==> config.mk <==
export PLATFORM = sky130hd
export DESIGN_NAME = pc_stack_ctrl
export DESIGN_NICKNAME = d
export VERILOG_FILES = /design/src/rtl/pc_stack_ctrl.sv
export SDC_FILE = /design/constraint.sdc
export NUM_CORES = 1
export LEC_CHECK = 0
export CAP_MARGIN = 25
export CORE_MARGIN = 3
export CORE_UTILIZATION = 40
export DETAILED_ROUTE_END_ITERATION = 10
export GPL_ROUTABILITY_DRIVEN = 0
export HOLD_SLACK_MARGIN = 0.12
export PLACE_DENSITY = 0.75
export SYNTH_ARGS = -nofsm -noshare
export SYNTH_HDL_FRONTEND = slang
export SYNTH_SLANG_ARGS = --single-unit
==> constraint.sdc <==
create_clock -name CLK -period 2.4 [get_ports CLK]
set_input_delay 0.36 -clock CLK [delete_from_list [all_inputs] [get_ports CLK]]
set_output_delay 0.36 -clock CLK [all_outputs]
set_load 0.02 [all_outputs]
==> src/rtl/pc_stack_ctrl.sv <==
// pc_stack_ctrl: program counter plus a DEPTH-level rotating return stack for
// the fetch stage of a 4004-class core. The active stack level is the PC.
// Each clock it runs at most one decoder command. The priority order is
// ret > call > jump > inc. It also tracks nesting depth and reports full and
// empty status and call-overflow and return-underflow.
//
// Build option: define STACK_ERR_EN to block calls at full and returns at
// empty. In that build the error flags are sticky until err_clr. Without the
// macro the stack wraps like the original 4004, the error flags are one-cycle
// pulses and err_clr is ignored.
module pc_stack_ctrl #(
  parameter int ADDR_W = 12,
  parameter int PAGE_W = 8,
  parameter int DEPTH  = 4
) (
  input  logic                     CLK,
  input  logic                     RES_N,
  input  logic                     cmd_inc,
  input  logic                     cmd_jump,
  input  logic                     cmd_call,
  input  logic                     cmd_ret,
  input  logic [1:0]               target_sel,
  input  logic [7:0]               opr0,
  input  logic [7:0]               opr1,
  input  logic [7:0]               rp,
  input  logic                     err_clr,
  output logic [ADDR_W-1:0]        pc,
  output logic [ADDR_W-1:0]        pc_plus_one,
  output logic [$clog2(DEPTH)-1:0] depth,
  output logic                     stk_full,
  output logic                     stk_empty,
  output logic                     stk_ovf,
  output logic                     stk_unf
);

  localparam int SP_W = $clog2(DEPTH);

  logic [ADDR_W-1:0]        stack_q [DEPTH];
  logic [SP_W-1:0]          sp_reg, sp_next, sp_inc, sp_dec;
  logic [SP_W-1:0]          depth_reg, depth_next;
  logic                     ovf_reg, ovf_next, unf_reg, unf_next;
  logic                     ovf_evt, unf_evt;
  logic                     cur_we, push_we;
  logic [ADDR_W-1:0]        cur_data;
  logic [ADDR_W-1:0]        target;
  logic [ADDR_W-PAGE_W-1:0] hi;
  logic                     is_full, is_empty;

  // Some operand bits are not used for every parameter set, and err_clr is
  // not used in the wrap build.
  logic unused_inputs;
  assign unused_inputs = ^{err_clr, opr0, opr1, rp};

  assign pc          = stack_q[sp_reg];
  assign pc_plus_one = pc + 1'b1;
  assign sp_inc      = sp_reg + 1'b1;
  assign sp_dec      = sp_reg - 1'b1;
  assign hi          = pc_plus_one[ADDR_W-1:PAGE_W];
  assign is_full     = (depth_reg == SP_W'(DEPTH - 1));
  assign is_empty    = (depth_reg == '0);

  assign depth     = depth_reg;
  assign stk_full  = is_full;
  assign stk_empty = is_empty;
  assign stk_ovf   = ovf_reg;
  assign stk_unf   = unf_reg;

  // Branch target. Short and register targets take the page of pc+1, so an
  // instruction that ends a page lands in the next page.
  always_comb begin
    target = pc;
    case (target_sel)
      2'b00:   target = {hi, opr1[PAGE_W-1:0]};
      2'b01:   target = {opr0[ADDR_W-PAGE_W-1:0], opr1[PAGE_W-1:0]};
      2'b10:   target = {hi, rp[PAGE_W-1:0]};
      default: target = pc;
    endcase
  end

  // Command decode. This works out the stack writes, the new sp and depth,
  // and the error events.
  always_comb begin
    sp_next    = sp_reg;
    depth_next = depth_reg;
    cur_we     = 1'b0;
    cur_data   = pc_plus_one;
    push_we    = 1'b0;
    ovf_evt    = 1'b0;
    unf_evt    = 1'b0;
    if (cmd_ret) begin
      if (is_empty) begin
        unf_evt = 1'b1;
`ifndef STACK_ERR_EN
        sp_next = sp_dec;
`endif
      end else begin
        sp_next    = sp_dec;
        depth_next = depth_reg - 1'b1;
      end
    end else if (cmd_call) begin
      if (is_full) begin
        ovf_evt = 1'b1;
`ifndef STACK_ERR_EN
        cur_we  = 1'b1;
        push_we = 1'b1;
        sp_next = sp_inc;
`endif
      end else begin
        cur_we     = 1'b1;
        push_we    = 1'b1;
        sp_next    = sp_inc;
        depth_next = depth_reg + 1'b1;
      end
    end else if (cmd_jump) begin
      cur_we   = 1'b1;
      cur_data = target;
    end else if (cmd_inc) begin
      cur_we   = 1'b1;
      cur_data = pc_plus_one;
    end
  end

  // Error flags. A new error always wins over err_clr in the same cycle.
  always_comb begin
`ifdef STACK_ERR_EN
    ovf_next = ovf_evt | (ovf_reg & ~err_clr);
    unf_next = unf_evt | (unf_reg & ~err_clr);
`else
    ovf_next = ovf_evt;
    unf_next = unf_evt;
`endif
  end

  // Control state register: stack pointer, depth and error flags.
  always_ff @(posedge CLK or negedge RES_N) begin
    if (!RES_N) begin
      sp_reg    <= '0;
      depth_reg <= '0;
      ovf_reg   <= 1'b0;
      unf_reg   <= 1'b0;
    end else begin
      sp_reg    <= sp_next;
      depth_reg <= depth_next;
      ovf_reg   <= ovf_next;
      unf_reg   <= unf_next;
    end
  end

  // One register per stack level. On a call the level above sp takes the
  // target and the current level takes the return address.
  for (genvar gi = 0; gi < DEPTH; gi++) begin : g_level
    logic [ADDR_W-1:0] level_reg;

    // Level storage, written by the push or by the current-level update.
    always_ff @(posedge CLK or negedge RES_N) begin
      if (!RES_N) begin
        level_reg <= '0;
      end else if (push_we && (sp_inc == SP_W'(gi))) begin
        level_reg <= target;
      end else if (cur_we && (sp_reg == SP_W'(gi))) begin
        level_reg <= cur_data;
      end
    end

    assign stack_q[gi] = level_reg;
  end

endmodule
## Yosys cells after proc, flatten, opt, wreduce, memory -nomap -nowiden

Index checks and enable logic that the tools add are counted.

| word-level totals | value |
|---|---|
| memories kept | 0 |
| logic and storage cells | 76 |
| bits of input ports | 33 |
| output and inout port bits | 30 |
| bits in writable memories | 0 |
| register bits | 54 |
| bits in latches | 0 |
| ROM bits | 0 |

| cells by class | value |
|---|---|
| bitwise operators | 1 |
| eq/ne operators | 11 |
| $lt $le $gt $ge | 1 |
| div/mod/pow operators | 0 |
| multiply operators | 0 |
| shifts and indexed selects | 0 |
| mux-type cells | 32 |
| reductions and logical operators | 18 |
| $add $sub $neg | 5 |

Operator list:

| cell | number |
|---|---|
| $mux 12 | 13 |
| $pmux 12 s3 | 1 |
| $bmux 12 s2 | 1 |
| $add 12x1->12 const B | 1 |
| $eq 2x2->1 const B | 6 |
| $mux 2 | 6 |
| $mux 1 | 11 |
| $reduce_bool 2->1 | 5 |
| $logic_and 1x1->1 | 8 |
| $logic_not 2->1 | 4 |
| $eq 2x1->1 const B | 3 |
| $add 2x1->2 const B | 2 |
| $ne 2x2->1 const B | 2 |
| $sub 2x1->2 const B | 2 |
| $ge 3x3->1 const B | 1 |
| $not 2->3 | 1 |
| $reduce_and 3->1 | 1 |

## Depth between registers and ports, before layout

| depth | value |
|---|---|
| depth in word-level cells | 11 |
| gate-level depth with buffers | 10 |
| mapped depth without buffers | 7 |

## Worst setup path after synthesis

Ideal clock, no wire load.

| path | value |
|---|---|
| kind | register -> register |
| start | register sp_reg[0] |
| end | register g_level[0].level_reg[8] |
| data required time | 2.323 ns |
| buffers on the path | 2 |
| arrival | 2.627 ns |
| period minus slack after synthesis | 2.705 ns |
| path slack | -0.305 ns |
| setup time | 0.077 ns |
| cell stages (with the launch flop) | 10 |
| path through | dfrtp_1 > buf_6 > buf_12 > mux4_1 > ha_1 > nand3_2 > nor3_2 > xor2_1 > o22ai_1 > a21oi_1 |

| between the ends | value |
|---|---|
| word-level cells in the longest chain between the ends | 11 |
| elaborated cells on any way between the ends | 17 |
| classes of those cells | 2 x add/sub; 9 x mux; 1 x bitwise; 5 x reduce/logical |

RTL lines:

| what | RTL line | source |
|---|---|---|
| start, declared | 39 | `logic [SP_W-1:0] sp_reg, sp_next, sp_inc, sp_dec;` |
| start signal, assigned | 142 | `sp_reg <= sp_next;` |
| $not 2->3 (not written as such) * | 54 | `assign pc = stack_q[sp_reg];` |
| $bmux 12 s2 * | 54 |  |
| $mux 12 (not written as such) * (2 in a row) | 54 |  |
| net pc[1] | 27 | `output logic [ADDR_W-1:0] pc,` |
| $add 12x1->12 * | 55 | `assign pc_plus_one = pc + 1'b1;` |
| net pc_plus_one[8] | 28 | `output logic [ADDR_W-1:0] pc_plus_one,` |
| $pmux 12 s3 | 72 | `case (target_sel)` |
| $mux 12 | 114 | `end else if (cmd_jump) begin` |
| $mux 12 | 100 | `end else if (cmd_call) begin` |
| $mux 12 | 90 | `if (cmd_ret) begin` |
| $mux 12 | 160 | `end else if (cur_we && (sp_reg == SP_W'(gi))) begin` |
| $mux 12 * | 158 | `end else if (push_we && (sp_inc == SP_W'(gi))) begin` |
| end signal, assigned | 159 | `level_reg <= target;` |
| end signal, assigned | 161 | `level_reg <= cur_data;` |
| end, declared | 152 | `logic [ADDR_W-1:0] level_reg;` |

Mark *: on every way through the listed nets, which the timed path passes. The rest lies on a longest branch. The select of a mux whose other input is x is not followed.
A chain may end at the register's enable or synchronous reset.

## Worst setup path after layout

| path | value |
|---|---|
| start | register sp_reg[0] |
| end | output port pc_plus_one[11] |

| between the ends | value |
|---|---|
| word-level cells in the longest chain between the ends | 5 |

RTL lines:

| what | RTL line |
|---|---|
| $not 2->3 (not written as such) | 54 |
| $bmux 12 s2 | 54 |
| $mux 12 (not written as such) (2 in a row) | 54 |
| $add 12x1->12 | 55 |
| end, declared | 28 |

No other way between the ends. The select of a mux whose other input is x is not followed.

==> key figures <==
Routing
  • DRT antenna net count: 0
  • Remaining DRCs: 0
  • Via/cell ratio: 5.831
  • Drt first pass iters: 6
  • Total wire length: approximately 12 mm
  • Initial drt markers: 292
  • Post-DR wirelength/cell: 18.90 µm
  • DR vias: 3,621

STA
  • Hold slack: 496.8 ps
  • Fmax: around 370 MHz
  • Max Slew Vio Count: 0
  • Final WS setup: -288.9 ps
  • Final hold violation count: 0
  • Min cycle time layout: 2689 ps
  • Clk_skew: 15.83 ps
  • Headroom to the max-slew limit: 59.18%
  • Setup tns final: -2391 ps
  • RSZ-0062 raised after global routing: true
  • # setup viols final: 19
  • Tcrit/Tclk final: 112.0%
  • Worst-Margin Slew: slightly above 600 ps

Global routing
  • Grt ovf: 0
  • Number of global-route vias before repair: 3,717
  • First-pass GRT wire length: ~19 mm
  • GRT Total Usage: 23.47%
  • Initial antenna violation count: 0
  • Pin count of the biggest net entering global routing: 34

Critical path
  • Worst-path fanout max: 6
  • Highest-delay cell along the critical path: dfrtp_2
  • CP Class: register to primary output
  • CP Data Arrival Time: 2330 ps
  • Buf/Inv on CP: 4
  • Largest stage delay, worst path: approximately 460 ps
  • Critical Path End Type: primary output
  • Startpoint Class: register
  • Cell mode on critical path: buf_6
  • CP top delay family: simple AND/OR/NAND/NOR gates
  • CP Cell Sequence: buf_6 > buf_8 > mux4_2 > nand3_4 > nor3_4 > and3_4 > xnor2_4 > inv_2 > buf_6
  • CP required: 2040 ps

Finish
  • Nets: ~560
  • Share of cells above drive strength 1: 34.69%
  • Design Area, Final: about 5200 µm²
  • Synth-to-layout area growth: 46.00%
  • Most frequent cells in the layout: 80 x buf_4, 55 x nand2_1, 52 x dfrtp_1
  • Most common cell after layout, fill and taps aside: buf_4
  • Max reg flops: 48
  • Antenna Cells: 0
  • Post-layout util: 61.59%

Yosys
  • Post-synthesis area per instance: 9.160 µm²
  • Post-synthesis sequential area ratio: a little under two fifths
  • Synth area leaders: dfrtp_1 38%, nand2_1 6.1%, mux4_1 5.9%
  • Number of flops mapped to enable cells by yosys: 0
  • Syn. warnings: 0
  • Asr flop ratio synth: 100.0%
  • Synth Cell Area: 3536 µm²
  • Area leader, netlist: dfrtp_1
  • Syn_nets: 426
  • Main synth FF type: dfrtp_1
  • Post-Synthesis Cells: 386
  • Synth Register Bits: 54
  • Share of the synthesized area in the top cell type: a little under two fifths
  • Yosys cell types: 49

Place
  • Detailed placer's ending HPWL: 8.525 mm
  • Area after DPL: 4720 µm²
  • IO Port Bufs: 57

Clock network
  • CTS Buffer Depth: 2
  • Clock Pin Slew Worst Setup and Hold Paths: between 100 and 150 ps
  • Clock root buffer: clkbuf_8
  • Number of CTS-inserted buffers: 5
  • Clock latency on the worst-skew pair: 320 ps
  • Clk sinks: 54
  • H-tree depth: 2
  • CTS tree: built

Min path
  • HP Class: register to register

Outcome
  • Failing checks: setup timing
  • Status: complete, but fails checks

Die
  • Die height: between 100 and 150 µm
  • Die W: between 100 and 150 µm
  • Starting density of the core: 42.19%
  • Rows: 33
  • Core Footprint: 8382 µm²
  • IO Pins: 63
  • Die ar.: 10,000 µm²

Power
  • PwrDens: 1576 nW/µm²
  • Power Total: 8139 µW
  • Static Leak: 0.002345 µW
  • Worst VDD drop: about 960 µV

Run
  • Max-cap viol count: 0
==> worst min-delay path, delay by kind of cell (launching register included) <==
family | cells | cell delay [ps]
compound gates | 1 | 60
flops | 1 | 360
simple gates | 1 | 50
==> stage by stage <==
stage	setup slack [ps]	cells
4_1_cts	-276.5	613
5_1_grt	-342.6	621
2_1_floorplan	3.469	386
3_3_place_gp	-322.5	597
6_report	-288.9	621
3_5_place_dp	-371.1	597
==> routing by layer <==
metal	vias to the layer above	GRT usage, %	part of all wire [%]
li1	1642	-	-
met1	1744	31.08	40
met2	193	38.84	49
met4	0	8.394	2.7
met5	-	0	0
met3	42	4.170	8.6
==> repair_timing <==
item,in CTS,in global routing
hold endpoints to repair,21,0
setup endpoints to repair,32,51
setup buffers,8,9
resized for setup,82,72
pin swaps,7,18
hold buffers,1,0
==> worst paths after layout <==
check | start | end | depth (start not counted) | slack (ps)
min in group asynchronous | RES_N | g_level[3].level_reg[9] | 2 | 570
max reg2reg | sp_reg[0] | g_level[3].level_reg[10] | 12 | -130
max in group asynchronous | RES_N | g_level[0].level_reg[8] | 3 | 1230
max | sp_reg[0] | pc_plus_one[11] | 9 | -290
min reg2reg | g_level[1].level_reg[7] | g_level[1].level_reg[7] | 2 | 500
min | g_level[1].level_reg[7] | g_level[1].level_reg[7] | 2 | 500
==> power breakdown <==
part	total [µW]	internal (µW)	switching [µW]
Combinational	5920	2870	3050
Clock	628	312	316
Sequential	1590	1310	279
Total	8140	4500	3640
==> cell type report <==
class / count / area [µm²]
Clock buffer: 6 / 72.57
Clock inverter: 2 / 37.54
Fill cell: 690 / 3219
Inverter: 15 / 58.81
Multi-Input combinational cell: 294 / 2255
Sequential cell: 54 / 1354
Tap cell: 105 / 131.4
Timing Repair Buffer: 145 / 1254
==> logic make-up (layout without fill, tap and decap cells) <==
family | count (synthesis) | in the layout | share of synthesized area [%]
and+or+nand+nor | 127 | 127 | 16.31
DFF | 54 | 54 | 38.22
xor gates and xnor gates | 11 | 11 | 3.149
buffers and inverters | 38 | 168 | 4.954
adders and majority gates | 7 | 7 | 2.477
muxes | 37 | 37 | 15.82
AOI/OAI and AO/OA | 112 | 112 | 19.07
==> cell usage after synthesis, drive strengths merged, types with 3 or more instances <==
cell type	count
clkbuf	15
nand3	13
inv	15
nor2b	3
nand2	59
mux2	7
mux4	12
a31oi	4
mux2i	18
nor3	3
xnor2	6
dfrtp	54
o22ai	7
o221ai	6
o211ai	3
buf	8
o311ai	3
a21oi	29
nor2	35
xor2	5
o21ai	46
and2	5
ha	7
a21o	3
(Power assumes the default switching activity.)
